### src/rtl/load_store_unit.sv
// load_store_unit
// Single-outstanding load/store sequencer between the core memory stage and a
// word-organised data memory (registered read port, synchronous write port,
// no byte enables). Byte addresses become word indices, sub-word loads are
// extracted and extended, and SB/SH are built as read-modify-write sequences.

module load_store_unit #(
  parameter int MEM_WORDS = 32
) (
  input  logic        clk,
  input  logic        rst_n,
  input  logic        req_valid,
  output logic        req_ready,
  input  logic        req_we,
  input  logic [2:0]  req_funct3,
  input  logic [31:0] req_addr,
  input  logic [31:0] req_wdata,
  output logic        resp_valid,
  output logic        resp_err,
  output logic [31:0] resp_rdata,
  output logic        mem_write_enable,
  output logic        mem_read_enable,
  output logic [31:0] mem_address,
  output logic [31:0] mem_data_in,
  input  logic [31:0] mem_data_out
);

  localparam logic [2:0]  F3_B  = 3'b000;
  localparam logic [2:0]  F3_H  = 3'b001;
  localparam logic [2:0]  F3_W  = 3'b010;
  localparam logic [2:0]  F3_BU = 3'b100;
  localparam logic [2:0]  F3_HU = 3'b101;
  localparam logic [29:0] MEM_WORDS_IDX = 30'(MEM_WORDS);

  typedef enum logic [2:0] {
    IDLE = 3'd0,
    RD   = 3'd1,
    LDX  = 3'd2,
    WR   = 3'd3,
    MRG  = 3'd4,
    RESP = 3'd5
  } state_t;

  state_t      state_r;
  state_t      state_next_s;
  logic        accept_s;
  logic        fault_s;

  logic        we_q;
  logic [2:0]  funct3_q;
  logic [31:0] addr_q;
  logic [31:0] wdata_q;

  // Illegal width code, misalignment, or word index beyond the memory.
  // Stores only support B/H/W; the unsigned codes are load-only.
  function automatic logic req_fault(input logic we, input logic [2:0] f3,
                                     input logic [31:0] addr);
    logic bad_s;
    bad_s = 1'b0;
    case (f3)
      F3_B:    bad_s = 1'b0;
      F3_H:    bad_s = addr[0];
      F3_W:    bad_s = (addr[1:0] != 2'b00);
      F3_BU:   bad_s = we;
      F3_HU:   bad_s = we | addr[0];
      default: bad_s = 1'b1;
    endcase
    return bad_s | (addr[31:2] >= MEM_WORDS_IDX);
  endfunction

  // Select the addressed byte/half of a memory word and extend it.
  function automatic logic [31:0] load_extract(input logic [31:0] word,
                                               input logic [2:0] f3,
                                               input logic [1:0] off);
    logic [7:0]  byte_s;
    logic [15:0] half_s;
    logic [31:0] res_s;
    byte_s = 8'(word >> {off, 3'b000});
    half_s = 16'(word >> {off[1], 4'b0000});
    case (f3)
      F3_B:    res_s = {{24{byte_s[7]}}, byte_s};
      F3_BU:   res_s = {24'h00_0000, byte_s};
      F3_H:    res_s = {{16{half_s[15]}}, half_s};
      F3_HU:   res_s = {16'h0000, half_s};
      F3_W:    res_s = word;
      default: res_s = 32'h0000_0000;
    endcase
    return res_s;
  endfunction

  // Replace the addressed byte (SB) or half (SH) of the old word.
  function automatic logic [31:0] store_merge(input logic [31:0] word,
                                              input logic [2:0] f3,
                                              input logic [1:0] off,
                                              input logic [15:0] wdata);
    logic [4:0]  sh_s;
    logic [31:0] mask_s;
    logic [31:0] ins_s;
    case (f3)
      F3_B: begin
        sh_s   = {off, 3'b000};
        mask_s = 32'h0000_00FF << sh_s;
        ins_s  = {24'h00_0000, wdata[7:0]} << sh_s;
      end
      F3_H: begin
        sh_s   = {off[1], 4'b0000};
        mask_s = 32'h0000_FFFF << sh_s;
        ins_s  = {16'h0000, wdata} << sh_s;
      end
      default: begin
        sh_s   = 5'd0;
        mask_s = 32'h0000_0000;
        ins_s  = 32'h0000_0000;
      end
    endcase
    return (word & ~mask_s) | (ins_s & mask_s);
  endfunction

  // Ready is forced low while reset is asserted, independent of the clock.
  assign req_ready   = rst_n && (state_r == IDLE);
  assign accept_s    = req_valid && req_ready;
  assign fault_s     = req_fault(req_we, req_funct3, req_addr);
  assign mem_address = {2'b00, addr_q[31:2]};

  // FSM state register.
  always_ff @(posedge clk or negedge rst_n) begin
    if (!rst_n) begin
      state_r <= IDLE;
    end else begin
      state_r <= state_next_s;
    end
  end

  // Next-state decode; errors and full-word stores skip the read.
  always_comb begin
    state_next_s = state_r;
    case (state_r)
      IDLE: begin
        if (accept_s) begin
          if (fault_s) begin
            state_next_s = RESP;
          end else if (req_we && (req_funct3 == F3_W)) begin
            state_next_s = WR;
          end else begin
            state_next_s = RD;
          end
        end else begin
          state_next_s = IDLE;
        end
      end
      RD: begin
        if (we_q) begin
          state_next_s = MRG;
        end else begin
          state_next_s = LDX;
        end
      end
      LDX:     state_next_s = IDLE;
      WR:      state_next_s = IDLE;
      MRG:     state_next_s = IDLE;
      RESP:    state_next_s = IDLE;
      default: state_next_s = IDLE;
    endcase
  end

  // Capture the request at the accepting edge; it is held until the next one.
  always_ff @(posedge clk or negedge rst_n) begin
    if (!rst_n) begin
      we_q     <= 1'b0;
      funct3_q <= 3'b000;
      addr_q   <= 32'h0000_0000;
      wdata_q  <= 32'h0000_0000;
    end else if (accept_s) begin
      we_q     <= req_we;
      funct3_q <= req_funct3;
      addr_q   <= req_addr;
      wdata_q  <= req_wdata;
    end else begin
      we_q     <= we_q;
      funct3_q <= funct3_q;
      addr_q   <= addr_q;
      wdata_q  <= wdata_q;
    end
  end

  // Memory strobes are pure state decodes so reset kills a pending write.
  always_comb begin
    mem_read_enable  = 1'b0;
    mem_write_enable = 1'b0;
    mem_data_in      = 32'h0000_0000;
    case (state_r)
      RD: begin
        mem_read_enable = 1'b1;
      end
      WR: begin
        mem_write_enable = 1'b1;
        mem_data_in      = wdata_q;
      end
      MRG: begin
        mem_write_enable = 1'b1;
        mem_data_in      = store_merge(mem_data_out, funct3_q, addr_q[1:0],
                                       wdata_q[15:0]);
      end
      default: begin
        mem_read_enable  = 1'b0;
        mem_write_enable = 1'b0;
        mem_data_in      = 32'h0000_0000;
      end
    endcase
  end

  // Registered one-cycle response; data and error clear on the next cycle.
  always_ff @(posedge clk or negedge rst_n) begin
    if (!rst_n) begin
      resp_valid <= 1'b0;
      resp_err   <= 1'b0;
      resp_rdata <= 32'h0000_0000;
    end else begin
      case (state_r)
        LDX: begin
          resp_valid <= 1'b1;
          resp_err   <= 1'b0;
          resp_rdata <= load_extract(mem_data_out, funct3_q, addr_q[1:0]);
        end
        WR, MRG: begin
          resp_valid <= 1'b1;
          resp_err   <= 1'b0;
          resp_rdata <= 32'h0000_0000;
        end
        RESP: begin
          resp_valid <= 1'b1;
          resp_err   <= 1'b1;
          resp_rdata <= 32'h0000_0000;
        end
        default: begin
          resp_valid <= 1'b0;
          resp_err   <= 1'b0;
          resp_rdata <= 32'h0000_0000;
        end
      endcase
    end
  end

endmodule

### config.mk
export PLATFORM = sky130hd
export DESIGN_NAME = load_store_unit
export DESIGN_NICKNAME = d
export VERILOG_FILES = /design/src/rtl/load_store_unit.sv
export SDC_FILE = /design/constraint.sdc
export NUM_CORES = 1
export LEC_CHECK = 0
export ABC_AREA = 1
export CELL_PAD_IN_SITES_DETAIL_PLACEMENT = 1
export CELL_PAD_IN_SITES_GLOBAL_PLACEMENT = 1
export CORE_UTILIZATION = 36
export CTS_BUF_LIST = sky130_fd_sc_hd__clkbuf_2
export DETAILED_ROUTE_END_ITERATION = 16
export PLACE_DENSITY = 0.92
export SLEW_MARGIN = 30
export SYNTH_ARGS = -nofsm -noshare
export SYNTH_HDL_FRONTEND = slang
export SYNTH_SLANG_ARGS = --single-unit
### constraint.sdc
create_clock -name clk -period 3.8 [get_ports clk]
set_input_delay 0.38 -clock clk [delete_from_list [all_inputs] [get_ports clk]]
set_output_delay 0.38 -clock clk [all_outputs]
set_load 0.01 [all_outputs]
* Yosys cells after proc, flatten, opt, wreduce, memory -nomap -nowiden
Index checks and enable logic that the tools add are counted.
W data, S select, Z words.
** Storage, ports and cells
- Register bits after elaboration :: 105
- Bits in latches :: 0
- Bits in writable memories :: 0
- ROM bits :: 0
- Input port bits :: 103
- Output and inout port bits :: 101
- Word-level logic and storage cells :: 60
- Memories kept :: 0
** Operators by class
- $add $sub $neg :: 0
- Multipliers :: 0
- Div/mod/pow operators :: 0
- $lt $le $gt $ge :: 1
- Equal/unequal tests :: 13
- Shifts and indexed selects :: 6
- Multiplexer cells :: 17
- Bitwise operators :: 6
- Reductions and logical operators :: 9
** Operators by type and width (count)
- $pmux W32 S2 :: 3
- $pmux W32 S5 :: 1
- $mux W32 :: 3
- $and A32 B32 Y32 :: 2
- $not A32 Y32 :: 1
- $or A32 B32 Y32 :: 1
- $shl A16 B5 Y32 :: 1
- $shl A16 B5 Y32 const A :: 1
- $shl A8 B5 Y32 :: 1
- $shl A8 B5 Y32 const A :: 1
- $shr A32 B5 Y16 :: 1
- $shr A32 B5 Y8 :: 1
- $ge A30 B6 Y1 const B :: 1
- $eq A3 B3 Y1 const B :: 6
- $eq A3 B2 Y1 const B :: 4
- $eq A3 B1 Y1 const B :: 3
- $logic_not A3 Y1 :: 3
- $mux W3 :: 3
- $pmux W3 S2 :: 1
- $pmux W1 S5 :: 1
- $mux W1 :: 4
- $reduce_or A4 Y1 :: 1
- $logic_and A1 B1 Y1 :: 3
- $mux W2 :: 1
- other kinds (3) :: 4

* Longest topological paths before layout
Gate-level depths: netlist of run 1.
- Depth in word-level cells :: 7
- Gate-level depth with buffers :: 10
- Depth with buffers taken out :: 9

* Least setup slack after synthesis of run 1
Ideal clock, no wire load.
- Path kind :: reg2out
- Start :: reg funct3_q[1]
- End :: out mem_data_in[24]
- Data arrival time :: 1.307 ns
- Required time :: 3.420 ns
- Path slack :: 2.113 ns
- Stages on the path, launching flop included :: 10
- Buffers on the path :: 2
- Cells stage by stage :: dfrtp_1 > buf_6 > inv_6 > nand2_4 > nor2_8 > nand2_4 > buf_6 > nand3b_1 > nand3_1 > nand2_1
** On the way
- Cells in the longest elaborated chain, start to end :: 7
- Elaborated cells between the ends (all ways) :: 11
- Those cells by class :: eq/ne (1); mux (5); bitwise (4); reduce/logical (1)
** RTL lines
- from (decl) :: line 50 : logic [2:0] funct3_q;
- from (signal assigned) :: line 175 : funct3_q <= req_funct3;
- from (signal assigned) :: line 180 : funct3_q <= funct3_q;
- $eq A3 B1 Y1 or $logic_not A3 Y1 (tied branches) :: line 99 : case (f3)
- $pmux W32 S2 :: line 99
- $mux W32 :: line 191 : case (state_r)
- $not A32 Y32 :: line 116 : return (word & ~mask_s) | (ins_s & mask_s);
- $and A32 B32 Y32 :: line 116
- $or A32 B32 Y32 * :: line 116
- $pmux W32 S2 * :: line 191
- to (decl) :: line 24 : output logic [31:0] mem_data_in,
Mark *: on every way between the ends. The rest lies on a longest branch, timed or not. The select of a mux whose other input is x is not followed.

* Final worst setup path of run 1
- Start :: reg addr_q[1]
- End :: out mem_data_in[31]
** On the way
- Cells in the longest elaborated chain, start to end :: 7
- Elaborated cells between the ends (all ways) :: 13
- Those cells by class :: shift (4); mux (5); bitwise (4)
** RTL lines
- from (decl) :: line 51 : logic [31:0] addr_q;
- from (signal assigned) :: line 176 : addr_q <= req_addr;
- from (signal assigned) :: line 181 : addr_q <= addr_q;
- $shl A16 B5 Y32 or $shl A8 B5 Y32 (tied branches) :: line 107, 102
- $pmux W32 S2 :: line 99
- $mux W32 :: line 191
- $not A32 Y32 :: line 116
- $and A32 B32 Y32 :: line 116
- $or A32 B32 Y32 * :: line 116
- $pmux W32 S2 * :: line 191
Marked as above.

==> summary.txt, run 1 <==
Status
  – Outcome: finished clean

Worst setup path
  – Setup crit end kind: output port
  – WS Path Type: register to output port
  – WP data required: ~3.4 ns
  – Crit-path max FO: 31
  – CP arrival: a little over 3 ns
  – Startpoint Class: register

Layout
  – Share of layout cells above drive strength 1: approximately 4.8%
  – Leading cell type in the layout, fill and taps excluded: nand2_1
  – Layout Cells excl Fill: around 1,200
  – Most frequent cells in the layout: nand2_1 (391), clkdlybuf4s50_1 (200), dfrtp_1 (105), nand3_1 (87), nor2_1 (35)
  – Layout net count: ~1,100
  – Area grow syn2layout: 32.82%

CTS
  – H-tree depth: 3
  – CTS Buf Count: 9
  – CTS sink count: 105
  – # Post-CTS Setup Buffers: 0
  – CTS tree: yes
  – CTS root buf: clkbuf_2
  – Post-cts resize count: 0
  – Reg clk slew, reported paths: ~0.30 ns
  – Worst skew pair latency: 0.64 ns
  – Clock Path Buffers: 2

Logic synthesis
  – Synth unique cells: 33
  – Post-synth EDFFs: 0
  – Synth Instances: 834
  – Number of synthesized register bits: 105
  – Seq/Total Area, Yosys: 43.76%
  – Yosys warns: 0
  – Synth async-reset ratio: between 90% and 100%
  – Mean Syn Cell Area: approximately 7.2 um^2
  – Prevailing post-synth register cell: dfrtp_1
  – Post-Synthesis Cell Area: around 6000 um^2

Hold path
  – Worst hold path type: primary input to asynchronous set/reset pin

Floorplanning
  – Die Wd: ~130 um
  – # rows: 46
  – Initial Util: 37.39%
  – Core Area: 16,060 um^2
  – Die area: approximately 17,000 um^2
  – IO Pins: ~200
  – Die H: about 130 um

Placed design
  – Input/output buffers: about 200
  – Dpl cells: around 1,200
  – Setup slack at placement: 1.094 ns
  – RePlAce Congestion: 0.9055
  – Post-DP HPWL: approximately 16,000 um

Detailed routing
  – Via count: around 6,100
  – TritonRoute pass-1 iters: 5
  – 1st-iter DRT viols: 392
  – WL/cell: around 18 um
  – Final WL: 21,150 um
  – Drt via density: approximately 5.1
  – DRT antenna net count: 0
  – DRC: 0

GRT
  – Number of global-route vias before repair: around 6,300
  – Number of antenna violations at the first check in global routing: 1
  – Remaining Overflow, GRT: 0
  – First-pass GRT wire length: 34,020 um
  – Largest net degree at the start of global routing: 73
  – Total GRT Usage: 25.17%

Run
  – Maximum Capacitance Violations: 0

Pwr
  – Maximum vdd drop: 246.1 uV
  – Pleak: 0.003788 uW
  – Pwr per Cell Area: around 470 nW/um^2

STA
  – Max Clk Rate: between 200 and 300 MHz
  – Count of final setup violators: 0
  – RSZ-0062 raised after global routing: false
  – Fin crit share: 91.34%
  – Fin crit period: 3.471 ns
  – Worst slew pin tran: 0.9177 ns
  – Max Slew Vio Count: 0
  – TNS Setup: 0 ns
  – Post-route setup slack: approximately 0.33 ns
  – Skew final: between 0.02 and 0.03 ns
  – Max-Slew Margin vs Limit: between 30% and 40%
  – Fin. Hold Viols: 0
## stage by stage
step           hold slack [ns]  utilization [%]  total power (uW)  instance area, um^2
2_1_floorplan          0.08441                -              2630                 6008
3_3_place_gp            0.3661            48.82              3169                 7839
3_5_place_dp            0.3611            48.85              3232                 7844
4_1_cts                 0.1402            49.61              3793                 7966
5_1_grt                 0.1694            49.67              4018                 7975
6_report                0.1824            49.67              3769                 7975
## final timing paths
path	from	end	slack [ns]	depth (start not counted)
worst max-delay path	addr_q[1]$_DFFE_PN0P_	mem_data_in[31]	0.33	8
worst min-delay path	rst_n	addr_q[9]$_DFFE_PN0P_	0.18	2
worst max register to register	funct3_q[1]$_DFFE_PN0P_	resp_rdata[7]$_DFF_PN0_	1.92	7
worst min register to register	wdata_q[27]$_DFFE_PN0P_	wdata_q[27]$_DFFE_PN0P_	0.52	2
max in group asynchronous	rst_n	wdata_q[10]$_DFFE_PN0P_	2.60	3
min in group clk	req_wdata[3]	wdata_q[3]$_DFFE_PN0P_	0.22	3
## Yosys cell counts, drive strengths merged, types with 2 or more instances
cell / n / area, um^2
nand2: 402 / 1559
dfrtp: 105 / 2628
nand3: 89 / 463.0
buf: 60 / 437.9
nor2: 40 / 186.4
inv: 39 / 151.4
a31oi: 24 / 150.1
o21ai: 21 / 105.1
nand3b: 16 / 123.9
clkbuf: 13 / 48.80
a21oi: 9 / 45.04
nor3: 4 / 20.02
nand4: 3 / 31.28
o211ai: 3 / 22.52
or2: 2 / 12.51
## timing repair
action | in CTS | in global routing
hold endpoints to repair | 33 | 0
hold buffers | 1 | 0
endpoints found under the setup margin | 0 | 0
## per-layer routing
layer | part of all wire (%) | global-route usage [%] | vias to the layer above
li1 | - | - | 2900
met1 | 43 | 31.14 | 2984
met2 | 48 | 42.85 | 223
met3 | 7.4 | 7.099 | 27
met4 | 1.8 | 6.405 | 0
met5 | 0 | 0 | -
## power breakdown
group	switching, uW	internal [uW]
Clock	394	152
Sequential	246	1360
Combinational	941	680
## flip-flops by register name, indices dropped and copies added (netlist names)
register and flops:
funct3_q 3, resp_valid 1, resp_rdata 32, wdata_q 32, resp_err 1, addr_q 32
we_q 1, state_r 3
## cell families (layout without fill, tap and decap cells)
| kind of cell | Yosys count | in the layout | synth area share, % |
|---|---|---|---|
| AOI/OAI and AO/OA | 58 | 58 | 5.480 |
| buffers and inverters | 113 | 263 | 10.69 |
| DFF | 105 | 105 | 43.76 |
| other | 1 | 3 | 0.06245 |
| and+or+nand+nor | 557 | 557 | 40.01 |
## area by class of cell
type                    count  area [um^2]
multi-input cells         617         2746
clock inverters             7        67.56
flip-flops and latches    105         2628
diodes                      1        2.502
clock buffers               9        45.04
inverters                  40        155.1
fillers                  2024         8083
repair buffers            207         2061
well taps                 216        270.3
## worst max-delay path, cell delays in order (launching register included)
cell             delay (ns)
dfrtp_1                0.60
buf_4                  0.37
nand2_1                0.13
nand3b_2               0.36
nand2_2                0.22
nand3_1                0.09
nand3_1                0.07
nand2_1                0.12
clkdlybuf4s50_1        0.50
Power figures use the tool's default switching activity.
==> run 2, diff against run 1 <==
--- a/config.mk
+++ b/config.mk
@@ -8,10 +8,10 @@
 export ABC_AREA = 1
 export CELL_PAD_IN_SITES_DETAIL_PLACEMENT = 1
 export CELL_PAD_IN_SITES_GLOBAL_PLACEMENT = 1
-export CORE_UTILIZATION = 36
+export CORE_UTILIZATION = 33
 export CTS_BUF_LIST = sky130_fd_sc_hd__clkbuf_2
 export DETAILED_ROUTE_END_ITERATION = 16
-export PLACE_DENSITY = 0.92
+export PLACE_DENSITY = 0.86
 export SLEW_MARGIN = 30
 export SYNTH_ARGS = -nofsm -noshare
 export SYNTH_HDL_FRONTEND = slang
==> constraint.sdc (replaced) <==
create_clock -name clk -period 3.75 [get_ports clk]
set_input_delay 0.375 -clock clk [delete_from_list [all_inputs] [get_ports clk]]
set_output_delay 0.375 -clock clk [all_outputs]
set_load 0.01 [all_outputs]
==> summary.txt, run 2 (same netlist as run 1, synthesis figures left out) <==
CTS
  – CTS sink count: 105 (unchanged)
  – CTS Buf Count: 9 (unchanged)
  – Reg clk slew, reported paths: 0.30 ns (about the same)
  – # Post-CTS Setup Buffers: 0 (unchanged)
  – CTS root buf: clkbuf_2 (unchanged)
  – CTS tree: yes (unchanged)
  – Worst skew pair latency: 0.60 ns (was 0.64 ns)
  – H-tree depth: 3 (unchanged)
  – Clock Path Buffers: 2 (unchanged)
  – Post-cts resize count: 0 (unchanged)

GRT
  – Number of antenna violations at the first check in global routing: 0 (was 1)
  – First-pass GRT wire length: 32,730 um (was 34,020 um)
  – Number of global-route vias before repair: 6,188 (was 6,316)
  – Remaining Overflow, GRT: 0 (unchanged)
  – Total GRT Usage: 23.01% (was 25.17%)
  – Largest net degree at the start of global routing: 65 (was 73)

Pwr
  – Total power: 3833 uW (was 3769 uW)
  – Pleak: 0.003806 uW (was 0.003788 uW)
  – Pwr per Cell Area: 478.3 nW/um^2 (was 472.6 nW/um^2)
  – Maximum vdd drop: 206.7 uV (was 246.1 uV)

Layout
  – Layout net count: 1,085 (was 1,083)
  – Antenna cells: 0 (was 1)
  – Leading cell type in the layout, fill and taps excluded: nand2_1 (unchanged)
  – Post-layout util: 45.69% (was 49.67%)
  – Most frequent cells in the layout: nand2_1 (391), clkdlybuf4s50_1 (200), dfrtp_1 (105), nand3_1 (87), nor2_1 (35) (unchanged)
  – Area grow syn2layout: 33.44% (was 32.82%)
  – Share of layout cells above drive strength 1: 5.268% (was 4.772%)
  – Layout Cells excl Fill: 1,212 (was 1,202)
  – Largest registers: addr_q: 32 flops, resp_rdata: 32 flops, wdata_q: 32 flops (unchanged)

Floorplanning
  – Die area: 18,740 um^2 (was 17,200 um^2)
  – Die Wd: 136.9 um (was 131.1 um)
  – Die H: 136.9 um (was 131.1 um)
  – IO Pins: 204 (unchanged)
  – # rows: 48 (was 46)
  – Core Area: 17,540 um^2 (was 16,060 um^2)
  – Initial Util: 34.24% (was 37.39%)

STA
  – TNS Setup: 0 ns (unchanged)
  – Max-Slew Margin vs Limit: 43.51% (was 38.44%)
  – Fin crit share: 88.89%
  – Count of final setup violators: 0 (unchanged)
  – Worst slew pin tran: 0.8474 ns (was 0.9177 ns)
  – WHS: 0.2258 ns (was 0.1824 ns)
  – RSZ-0062 raised after global routing: false (unchanged)
  – Max Clk Rate: 300.0 MHz
  – Fin crit period: 3.333 ns
  – Skew final: 0.02475 ns (was 0.02959 ns)
  – Max Slew Vio Count: 0 (unchanged)
  – Fin. Hold Viols: 0 (unchanged)

Detailed routing
  – Via count: 6,077 (was 6,134)
  – TritonRoute pass-1 iters: 5 (unchanged)
  – DRT antenna net count: 0 (unchanged)
  – WL/cell: 17.15 um (was 17.59 um)
  – Drt via density: 5.014 (was 5.103)
  – DRC: 0 (unchanged)
  – Final WL: 20,780 um (was 21,150 um)
  – 1st-iter DRT viols: 338 (was 392)

Status
  – Outcome: finished clean (unchanged)

Worst setup path
  – Crit-path max FO: 17 (was 31)
  – CP max-delay cell: dfrtp_1 (unchanged)
  – WS Path Type: register to output port (unchanged)
  – CP arrival: 2.96 ns (was 3.09 ns)
  – Setup crit end kind: output port (unchanged)
  – Startpoint Class: register (unchanged)
  – Crit path largest cell delay: 0.60 ns (about the same)
  – WP data required: 3.38 ns (was 3.42 ns)
  – Flop2flop setup slack: 1.89 ns (was 1.92 ns)
  – Crit-path cells: inv_6, nand2_4, nor2_8, nand2_4, nand2_1, nand3_1, nand3_1, nand2_1, clkdlybuf4s50_1 (was buf_4, nand2_1, nand3b_2, nand2_2, nand3_1, nand3_1, nand2_1, clkdlybuf4s50_1)

Placed design
  – RePlAce Congestion: 0.8836 (was 0.9055)
  – Dpl cells: 1,195 (was 1,184)
  – Input/output buffers: 201 (unchanged)
  – Post-DP HPWL: 15,910 um (was 16,220 um)

Run
  – Maximum Capacitance Violations: 0 (unchanged)

Hold path
  – Worst hold path type: primary input to asynchronous set/reset pin (unchanged)
## run 2: changes by cell type in the layout (fill, tap and decap cells not counted), moves of 2 or more
cell        change
clkinv_1        -4
buf_4           +2
clkbuf_2        +2
clkinvlp_4      +2
## run 2: metrics by stage
step	cell area [um^2]	setup WS, ns
global placement	7878	1.169
finish	8013	0.4166
CTS	8013	0.3737
floorplan	6008	2.068
global route	8013	0.2389
detailed placement	7885	1.134
## run 2: layer usage
| layer | part of all wire (%) | routed length (um) | up-vias | track usage, % |
|---|---|---|---|---|
| met3 | 8.9 | 1856 | 22 | 6.556 |
| met4 | 1.5 | 304 | 0 | 5.983 |
| met2 | 46 | 9643 | 231 | 37.79 |
| met5 | 0 | 0 | - | 0 |
| met1 | 43 | 8980 | 2921 | 29.63 |
| li1 | - | - | 2903 | - |
## run 2: where the power goes
| group | leakage, uW | internal, uW | total [uW] | switching, uW |
|---|---|---|---|---|
| Clock | 0.0000692 | 164 | 567 | 404 |
| Sequential | 0.00136 | 1370 | 1610 | 237 |
| Combinational | 0.00238 | 694 | 1650 | 959 |
| Total | 0.00381 | 2230 | 3830 | 1600 |
## run 2: final cells by class
type / count / area (um^2)
fillers: 2201 / 9524
inverters: 40 / 155.1
well taps: 225 / 281.5
clock buffers: 11 / 55.05
repair buffers: 209 / 2085
multi-input cells: 617 / 2746
clock inverters: 5 / 62.56
flip-flops and latches: 105 / 2628
## run 2: worst max-delay path, delay by kind of cell, from the launching register on
| kind | cells | cell delay (ns) |
|---|---|---|
| flip-flops | 1 | 0.60 |
| AND/OR/NAND/NOR | 7 | 1.03 |
| buffers and inverters | 2 | 0.68 |
## run 2: final timing paths
check                           cells past startpoint                     from                        to
min in group clk                                    3             req_wdata[2]    wdata_q[2]$_DFFE_PN0P_
max in group asynchronous                           3                    rst_n   wdata_q[11]$_DFFE_PN0P_
worst min register to register                      2  wdata_q[28]$_DFFE_PN0P_   wdata_q[28]$_DFFE_PN0P_
worst max register to register                      8    addr_q[1]$_DFFE_PN0P_   resp_rdata[7]$_DFF_PN0_
worst max-delay path                                9  funct3_q[1]$_DFFE_PN0P_           mem_data_in[12]
worst min-delay path                                2                    rst_n  resp_rdata[27]$_DFF_PN0_
## run 2: repair_timing
item / 4_1_cts / 5_1_grt
setup endpoints to repair: 0 / 0
hold buffers: 1 / 0
hold endpoints to repair: 41 / 0
==> RTL edit (config.mk and constraints of run 1) <==
Re-encode `state_t` (6 states) as one-hot, 6 bits wide.
--- a/src/rtl/load_store_unit.sv
+++ b/src/rtl/load_store_unit.sv
@@ -32,13 +32,13 @@
   localparam logic [2:0]  F3_HU = 3'b101;
   localparam logic [29:0] MEM_WORDS_IDX = 30'(MEM_WORDS);
 
-  typedef enum logic [2:0] {
-    IDLE = 3'd0,
-    RD   = 3'd1,
-    LDX  = 3'd2,
-    WR   = 3'd3,
-    MRG  = 3'd4,
-    RESP = 3'd5
+  typedef enum logic [5:0] {
+    IDLE = 6'b000001,
+    RD   = 6'b000010,
+    LDX  = 6'b000100,
+    WR   = 6'b001000,
+    MRG  = 6'b010000,
+    RESP = 6'b100000
   } state_t;
 
   state_t      state_r;
Behaviour: same outputs for any inputs over 10 cycles, from zero or initial values and one cycle with rst_n low; not proved beyond that.
==> RTL edit against run 1 <==
  * Area after synthesis rose by 3.3%
  * Synthesized cell count is 7.1% higher
  * Design area rose by 2.9%
  * Highest routed layer unchanged
  * Power down 23%
  * Wire length is 1.6% higher
  * Setup slack worse by 0.016 ns
  * First-iteration DRC count decreased by 4.1%
  * Sequential cell count rose by 3
  * Via count rose by 2.9%
==> RTL edit: results (changes against run 1) <==
| Metric | Value |
|---|---|
| Status | completed |
| Clk_lat worst skew | 0.64 ns (about the same) |
| RR Startpoint | state_r[0]$_DFF_PN1_ |
| Reg2reg end | addr_q[20]$_DFFE_PN0P_ |
| WL/cell | 17.00 um (-3.3%) |
| Worst VDD drop | 202.9 uV (-18%) |
| Async S/R FF share, synth | 1.000 (unchanged) |
| P_leak | 3.960 nW (+4.5%) |
| Slew HR | 0.4969 (+0.1125) |
| # DRC | 0 (unchanged) |
| Met1 WL | 9458 um (+5.1%) |
| Placed Area | 0.008074 mm^2 (+2.9%) |
| DP HPWL | 16630 um (+2.5%) |
| Inserted Diodes | 0 (-1) |
| Mux cell area share after synthesis | 0 (unchanged) |
| Initial antenna violation count | 0 (-1) |
| CP max stage delay | 0.72 ns (+0.12 ns) |
| Max FO, Critical Path | 18 (-42%) |
| Comb power | 0.927 mW (-43%) |
| Switching power | 1.090 mW (-31%) |
| Largest family of logic cells by synthesized area | simple AND/OR/NAND/NOR gates |
| Switching share of power | 0.3763 (-0.04322) |
| Synth Area in XOR/XNOR | 0 (unchanged) |
| Root Driver | clkbuf_2 |
| Yosys cell types | 27 (-18%) |
| Skew final | 0.02773 ns (-0.001855 ns) |
| Mean Syn Cell Area | 6.945 um^2 (-3.5%) |
| Top cells by area, synth | dfrtp_1 43%, nand2_1 21%, nand3_1 7.3% |
| Met2 WL | 10210 um (about the same) |
| Number of global-route vias before repair | 6598 (+4.5%) |
| Pre-CTS WS | 0.9972 ns (-0.09647 ns) |
| Sequential share of the synthesized area | 0.4359 (-0.001642) |
| CP Data Arrival Time | 3.11 ns (+0.02 ns) |
| Delay-heaviest family, CP | buffers and inverters |
| Largest regs | addr_q x32, resp_rdata x32, wdata_q x32 |
| Synth top cells by count | 353 x nand2_1, 107 x dfrtp_1, 97 x nor2_1, 91 x nand3_1, 59 x inv_1 |
| Reg2Reg Setup Slack | 1.49 ns (-0.43 ns) |
| Share of cells above drive strength 1 | 0.04215 (-0.005570) |
| Compound-Gate Fraction of Synth Area | 0.06012 (+0.005314) |
| Nets@finish | 1142 (+5.4%) |
| Grt met3 use | 0.06279 (-0.008202) |
| Fillers | 2155 (+6.5%) |
| First drt pass iteration count | 4 (-1) |
| Slowest CP cell | dfrtp_1 |
| Vias/cell | 4.992 (-2.2%) |
| Cell Count Post-Placement | 1247 (+5.3%) |
| Met2 usage | 0.4210 (-0.007480) |
| Seq pwr share | 0.488 (+0.063) |
| Metal3 WL | 1477 um (-5.4%) |
| Pin count of the biggest net entering global routing | 76 (+4.1%) |
| Drt initial violations | 376 (-4.1%) |
| YS warnings | 0 (unchanged) |
| Final std cells w/o fill | 1264 (+5.2%) |
| Hold slack final | 0.2149 ns (+0.03248 ns) |
| CTS resizes | 0 (unchanged) |
| Total GRT Usage | 0.2506 (-0.001040) |
| Gpl congestion | 0.8777 (-3.1%) |
| Met1 usage | 0.3235 (+0.01215) |
| First-pass GRT wire length | 34660 um (+1.9%) |
| Reg2Reg Depth | 7 (unchanged) |
[RTL edit: final cells by class]
type                       count  area (um^2)  share of cell area
tap                          220        275.3             0.03355
clock inverter                 6        63.81            0.007777
sequential                   108         2704              0.3295
clock buffer                  10        50.05            0.006099
timing repair buffer         208         2081              0.2536
multi-input combinational    649         2786              0.3396
inverter                      63        245.2             0.02989
[RTL edit: how the worst max path moves through the flow]
stage | from | end | slack [ns] | cells past startpoint
2_1_floorplan | funct3_q[1]$_DFFE_PN0P_ | mem_data_in[6] | 2.06 | 10
3_3_place_gp | state_r[3]$_DFF_PN0_ | mem_data_in[18] | 1.06 | 9
3_5_place_dp | state_r[1]$_DFF_PN0_ | mem_data_in[18] | 1.0 | 9
4_1_cts | state_r[1]$_DFF_PN0_ | mem_data_in[18] | 0.20 | 9
5_1_grt | funct3_q[1]$_DFFE_PN0P_ | mem_data_in[7] | 0.09 | 9
6_report | funct3_q[1]$_DFFE_PN0P_ | mem_data_in[11] | 0.31 | 10
